### src/rtl/boton_ar_multi.sv
// -----------------------------------------------------------------------------
// boton_ar_multi
//
// Multi-channel debouncer for active-low push buttons (idle level is 1).
// Each channel is independent and provides:
//   - a 2-FF synchroniser on the raw asynchronous input,
//   - a debounced level that only changes after COUNT_BOT consecutive
//     synchronised samples disagree with the current level,
//   - one-cycle press / release strobes aligned with the level change,
//   - a one-cycle long-press strobe once the level has stayed low for
//     LONG_COUNT cycles, plus a hold flag that stays high until release.
//
// Ports:
//   clk            system clock, all logic on the rising edge
//   reset          synchronous, active-low reset
//   boton_in       [N_BOT] raw button inputs, active-low, asynchronous
//   boton_out      [N_BOT] debounced level, active-low, idle 1
//   press_pulse    [N_BOT] 1-cycle strobe when boton_out goes 1->0
//   release_pulse  [N_BOT] 1-cycle strobe when boton_out goes 0->1
//   long_pulse     [N_BOT] 1-cycle strobe when a press reaches LONG_COUNT
//   hold           [N_BOT] high from long_pulse until release
// -----------------------------------------------------------------------------
module boton_ar_multi #(
    parameter int N_BOT      = 4,
    parameter int COUNT_BOT  = 50000,
    parameter int LONG_COUNT = 150000000
) (
    input  logic             clk,
    input  logic             reset,
    input  logic [N_BOT-1:0] boton_in,
    output logic [N_BOT-1:0] boton_out,
    output logic [N_BOT-1:0] press_pulse,
    output logic [N_BOT-1:0] release_pulse,
    output logic [N_BOT-1:0] long_pulse,
    output logic [N_BOT-1:0] hold
);

    localparam int CNT_W  = $clog2(COUNT_BOT + 1);
    localparam int HOLD_W = $clog2(LONG_COUNT + 1);

    // Last counter value before a new level is accepted / a long press fires.
    localparam logic [CNT_W-1:0]  CNT_LAST  = CNT_W'(COUNT_BOT - 1);
    localparam logic [HOLD_W-1:0] HOLD_LAST = HOLD_W'(LONG_COUNT - 1);
    localparam logic [HOLD_W-1:0] HOLD_MAX  = HOLD_W'(LONG_COUNT);

    // Saturating increment for the hold counter: it freezes at LONG_COUNT.
    function automatic logic [HOLD_W-1:0] hold_inc(input logic [HOLD_W-1:0] v);
        return (v == HOLD_MAX) ? v : v + HOLD_W'(1);
    endfunction

    for (genvar g = 0; g < N_BOT; g++) begin : g_ch
        logic              sync_p0;
        logic              sync_p1;
        logic [CNT_W-1:0]  db_cnt;
        logic [HOLD_W-1:0] hold_cnt;
        logic              level_q;
        logic              press_q;
        logic              release_q;
        logic              long_q;
        logic              hold_q;
        logic              accept;

        // The synchronised sample has disagreed with the level for COUNT_BOT
        // consecutive edges, counting this one: take the new level now.
        assign accept = (sync_p1 != level_q) && (db_cnt == CNT_LAST);

        always_ff @(posedge clk) begin
            if (!reset) begin
                sync_p0   <= 1'b1;
                sync_p1   <= 1'b1;
                db_cnt    <= '0;
                hold_cnt  <= '0;
                level_q   <= 1'b1;
                press_q   <= 1'b0;
                release_q <= 1'b0;
                long_q    <= 1'b0;
                hold_q    <= 1'b0;
            end else begin
                // stage p0 -> p1: two-flop synchroniser on the raw input
                sync_p0 <= boton_in[g];
                sync_p1 <= sync_p0;

                // stage p1 -> debounced level and strobes
                press_q   <= 1'b0;
                release_q <= 1'b0;
                long_q    <= 1'b0;

                if (sync_p1 != level_q) begin
                    db_cnt <= accept ? '0 : db_cnt + CNT_W'(1);
                end else begin
                    // Any agreeing sample restarts the count, so short
                    // glitches never reach the output.
                    db_cnt <= '0;
                end

                if (accept) begin
                    level_q  <= sync_p1;
                    hold_cnt <= '0;
                    if (!sync_p1) begin
                        press_q <= 1'b1;
                    end else begin
                        release_q <= 1'b1;
                        hold_q    <= 1'b0;
                    end
                end else if (!level_q && !hold_q) begin
                    // Long-press timing; release on the same edge wins above.
                    hold_cnt <= hold_inc(hold_cnt);
                    if (hold_cnt == HOLD_LAST) begin
                        long_q <= 1'b1;
                        hold_q <= 1'b1;
                    end
                end
            end
        end

        assign boton_out[g]     = level_q;
        assign press_pulse[g]   = press_q;
        assign release_pulse[g] = release_q;
        assign long_pulse[g]    = long_q;
        assign hold[g]          = hold_q;
    end

endmodule

### config.mk
export PLATFORM = sky130hd
export DESIGN_NAME = boton_ar_multi
export DESIGN_NICKNAME = d
export VERILOG_FILES = /design/src/rtl/boton_ar_multi.sv
export SDC_FILE = /design/constraint.sdc
export NUM_CORES = 1
export LEC_CHECK = 0
export CORE_AREA = 5 5 182 184
export CTS_CLUSTER_SIZE = 16
export DETAILED_ROUTE_END_ITERATION = 8
export DIE_AREA = 0 0 187 189
export GPL_TIMING_DRIVEN = 0
export PLACE_DENSITY_LB_ADDON = 0.25
export RECOVER_POWER = 100
export SYNTH_ARGS = -nofsm -noshare
export SYNTH_HDL_FRONTEND = slang
export SYNTH_SLANG_ARGS = --single-unit
export TNS_END_PERCENT = 30
### constraint.sdc
create_clock -name clk -period 4 [get_ports clk]
set_clock_uncertainty 0.1 [all_clocks]
set_input_delay 0.6 -clock clk [delete_from_list [all_inputs] [get_ports clk]]
set_output_delay 0.6 -clock clk [all_outputs]
set_load 0.03 [all_outputs]
# Word-level counts from Yosys, hierarchy flattened
# Index checks and enable logic that the tools add are counted.
[op_classes]
addsub = 8
n_mul = 0
n_div = 0
magnitude_cmp = 0
eq_ne = 20
shifts = 0
muxes = 28
bitwise = 13
n_reduce_logical = 48
[ops]
columns = ["op", "n"]
rows = [
  ["$eq 28x28->1 const B", 8],
  ["$add 28x1->28 const B", 4],
  ["$add 16x1->16 const B", 4],
  ["$eq 16x16->1 const B", 4],
  ["$mux 1", 28],
  ["$reduce_or 3->1", 8],
  ["$reduce_and 2->1", 8],
  ["$reduce_bool 2->1", 8],
  ["$not 1->1", 13],
  ["$reduce_and 3->1", 4],
  ["$logic_and 1x1->1", 8],
  ["$logic_not 1->1", 8],
  ["$ne 2x2->1 const B", 4],
  ["$reduce_or 2->1", 4],
  ["$ne 1x1->1", 4],
]
[word_totals]
ff_bits = 204
latchBits = 0
ramBits = 0
rom_bits = 0
input_bits = 6
output_inout_bits = 20
elab_cells = 153
n_memories = 0

# Logic depth before layout (Yosys ltp)
[logic_depth]
word_depth = 4
depth_mapped = 8
mapped_depth_nobuf = 7

# Least setup slack after synthesis
# Ideal clock, no wire load.
[synth_timing]
path_kind = "register -> register"
start = "register g_ch[3].db_cnt[0]"
end = "register g_ch[3].db_cnt[15]"
setup_time_ps = 115
arrival_time_ps = 1826
required_ps = 3785
path_slack_ps = 1960
path_stages_with_launch = 9
path_buffers = 2
period_less_slack_ps = 2040
cell_sequence = "dfxtp_1 -> ha_1 -> nand3_1 -> or4_4 -> o21ai_2 -> or2_2 -> buf_6 -> buf_6 -> nor2_1"
[synth_via]
elab_chain_len = 3
elab_cells_between_ends = 4
cone_classes = "add/sub: 1; eq/ne: 1; reduce/logical: 2"
[synth_lines]
columns = ["item", "line_no", "source"]
rows = [
  ["start: declaration", "54", "logic [CNT_W-1:0] db_cnt;"],
  ["start signal: assignment", "89", "db_cnt <= accept ? '0 : db_cnt + CNT_W'(1);"],
  ["parallel branches: the longest is 3 deep, another holds $add 16x1->16", "-", ""],
]
# Parallel ways; which one is timed is not known.
# A chain may end at the register's enable or synchronous reset.

# Worst setup path in the final report
[layout_timing]
start = "register g_ch[3].db_cnt[0]"
end = "register g_ch[3].hold_cnt[4]"
[layout_via]
elab_chain_len = 3
[layout_lines]
columns = ["item", "line_no", "source"]
rows = [
  ["$eq 16x16->1", "65", "assign accept = (sync_p1 != level_q) && (db_cnt == CNT_LAST);"],
  ["$logic_and 1x1->1", "65", ""],
  ["$reduce_or 2->1 (no source line)", "-", ""],
  ["end signal: assignment", "107", "hold_cnt <= hold_inc(hold_cnt);"],
  ["end: declaration", "55", "logic [HOLD_W-1:0] hold_cnt;"],
]
# Every way passes these cells.

==> flow_metrics.env <==
export IMPL_outcome="complete, but fails checks"
export IMPL_failed_checks="capacitance limit, slew limit"
export IMPL_tns_ns=0
export IMPL_whs_ns=0.292
export IMPL_drc=0
export IMPL_ys_ff_latch=204
export IMPL_path_max_fanout=10
export IMPL_hpwl_um=13500
export IMPL_cts_tree="done"
export IMPL_via_per_inst=4.69
export IMPL_vdd_drop_max_uv=335
export IMPL_core_area_mm2=0.0312
export IMPL_wire_per_inst_um=12.7
export IMPL_ant_nets=0
export IMPL_synth_edf_count=0
export IMPL_async_reset_ff_share_pct=0
export IMPL_post_route_period_util_pct=70.8
export IMPL_portBuffers=25
export IMPL_synth_avg_cell_area_um2=8.72
export IMPL_gr_total_overflow=0
export IMPL_grt_pass1_wl_um=33300
export IMPL_critPathArrivalTime_ns=3.13
export IMPL_diodes=0
export IMPL_grt_max_degree=13
export IMPL_grt_pass1_vias=6840
export IMPL_synthFlopType="dfxtp_1"
export IMPL_slowest_stage="or4_1"
export IMPL_worstMarginPinSlew_ns=1.50
export IMPL_startpoint_type="register"
export IMPL_final_core_util_pct=34.5
export IMPL_die_height_um=189
export IMPL_layout_common_cells="204 x dfxtp_1, 201 x nor2_1, 81 x xor2_1, 72 x xnor2_1, 63 x nand4_1"
export IMPL_cts_clk_slew_worst_paths_ns=0.06
export IMPL_cts_sinks=204
export IMPL_hold_path_class="reg -> reg"
export IMPL_routed_wirelength_um=19400
export IMPL_drtIter0Drc=319
export IMPL_cts_buffer_depth=3
export IMPL_ios=26
export IMPL_cts_hold_buf=0
export IMPL_floorplan_initialDensity_pct=29.6
export IMPL_hold_violations=0
export IMPL_power_mw=4.29
export IMPL_criticalPathCategory="reg -> reg"
export IMPL_final_common_cell="dfxtp_1"
export IMPL_rsz0062_at_grt="no"
export IMPL_fill_cells=3326
export IMPL_timing_fmax_ghz=0.353
export IMPL_p_leak_nw=3.57
export IMPL_die_x_um=187
export IMPL_grtUsageTotal_pct=10.8
export IMPL_antenna_found_initial=0
export IMPL_worst_path_buf_inv=2
export IMPL_ys_seq_area_share_pct=44.1
export IMPL_yosysWarnings=0
export IMPL_post_cts_buffers=0
export IMPL_gp_congestion=0.765
export IMPL_final_setup_viol_count=0
export IMPL_synth_cell_types=47
export IMPL_syn_cell_area_mm2=0.00926
export IMPL_crit_family="simple AND/OR/NAND/NOR gates"
export IMPL_relSlewSlack_pct=-0.989
export IMPL_maxCapViolations=1
export IMPL_min_period_ns=2.83
export IMPL_clk_latency_ns=0.52
export IMPL_fin_nets=1130
export IMPL_critPathMaxStageDelay_ns=0.66
export IMPL_htree_levels=1
export IMPL_finalMaxSlewViolations=9
export IMPL_vias=7180
export IMPL_synthCells=1061
export IMPL_num_rows=65
export IMPL_ctsResizeCount=0
export IMPL_die_area_mm2=0.0353
export IMPL_first_pass_iters=4
export IMPL_cts_buffers=24
export IMPL_area_growth_pct=16.3
export IMPL_p_per_area_mw_per_mm2=398
export IMPL_syn_nets=1079
export IMPL_cts_root_buf="clkbuf_16"
export IMPL_drive_gt1_share_pct=6.82
export IMPL_crit_required_ns=4.30
export IMPL_crit_path_end_kind="register"
export IMPL_path_cells="ha_1 > nand3_1 > or4_1 > o21ai_0 > clkbuf_1 > buf_6 > nor2_1"
## cells in the mapped netlist (2+ instances only)
cell type  instances  area (µm²)
mux2i_1            6        60.1
o211ai_1           3        22.5
a21oi_1           14        70.1
a221oi_1           2        17.5
and3_1            29         181
o21ai_0           18        90.1
clkbuf_1          21        78.8
o31ai_1            4        30.0
nor4_4             2        42.5
nand2_1           60         225
nor4_1            18         113
nor2b_1            3        18.8
nand2b_1          11        68.8
a31o_2             2        17.5
inv_1             25        93.8
nand3_1           58         290
or4_1              3        22.5
nor4bb_1          11         110
and2_1             2        12.5
nand4_1           63         394
nor2_1           201         754
or3_1             16         100
buf_2              8        40.0
and4_1            18         158
nand4b_1           2        17.5
ha_1              12         150
nor3_1            34         170
xnor2_1           72         631
nor4b_1           11        96.3
xor2_1            81         709
buf_4             21         158
buf_6              4        45.0
or2_2              9        56.3
dfxtp_1          204        4080
## area by class of cell
cell class	instances	area, µm²	share of cell area [%]
multi-input combinational	777	4720	43.8
sequential	204	4080	37.9
clock buffer	37	749	6.96
tap	402	503	4.67
buffer	55	304	2.82
timing repair buffer	25	250	2.32
inverter	25	93.8	0.872
clock inverter	6	66.3	0.616
## where the power goes
part	switching (mW)	internal [mW]	total, mW
sequential	0.00348	2.04	2.04
clock	0.848	1.35	2.20
combinational	0.0385	0.0150	0.0534
total	0.890	3.40	4.29
## registers in the layout, indices dropped and copies added, names as in the netlist
| name | cells |
|---|---|
| g_ch.press_q | 4 |
| g_ch.db_cnt | 64 |
| g_ch.sync_p0 | 4 |
| g_ch.sync_p1 | 4 |
| g_ch.release_q | 4 |
| g_ch.hold_q | 4 |
| g_ch.hold_cnt | 112 |
| g_ch.level_q | 4 |
| g_ch.long_q | 4 |
## metrics by stage
stage | cells | setup WS [ns] | instance area, µm²
finish | 1531 | 1.17 | 10800
global route | 1531 | 0.906 | 10800
CTS | 1531 | 1.46 | 10800
detailed placement | 1488 | 1.25 | 10000
global placement | 1488 | 1.24 | 10000
floorplan | 1061 | 1.96 | 9260
## logic make-up after synthesis
family,share of synthesized area [%]
flip-flops,44.1
buffers and inverters,4.54
AND/OR/NAND/NOR,31.4
XOR/XNOR,14.5
adder cells (fa/ha/maj),1.62
multiplexers,0.649
AO/OA/AOI/OAI,3.20
## worst paths after layout
path	from	endpoint	slack [ns]	depth (start not counted)
min reg2reg	g_ch[2].sync_p0	g_ch[2].sync_p1	0.29	1
min	g_ch[2].sync_p0	g_ch[2].sync_p1	0.29	1
max reg2reg	g_ch[3].db_cnt[0]	g_ch[3].hold_cnt[4]	1.17	7
max	g_ch[3].db_cnt[0]	g_ch[3].hold_cnt[4]	1.17	7
## layer usage
| metal | vias to the layer above | track usage (%) | wire length (µm) |
|---|---|---|---|
| li1 | 3750 | - | - |
| met1 | 3320 | 14.9 | 9860 |
| met2 | 78 | 17.5 | 8450 |
| met3 | 32 | 1.84 | 583 |
| met4 | 0 | 3.10 | 505 |
| met5 | - | 0 | 0 |
(Power assumes the default switching activity.)
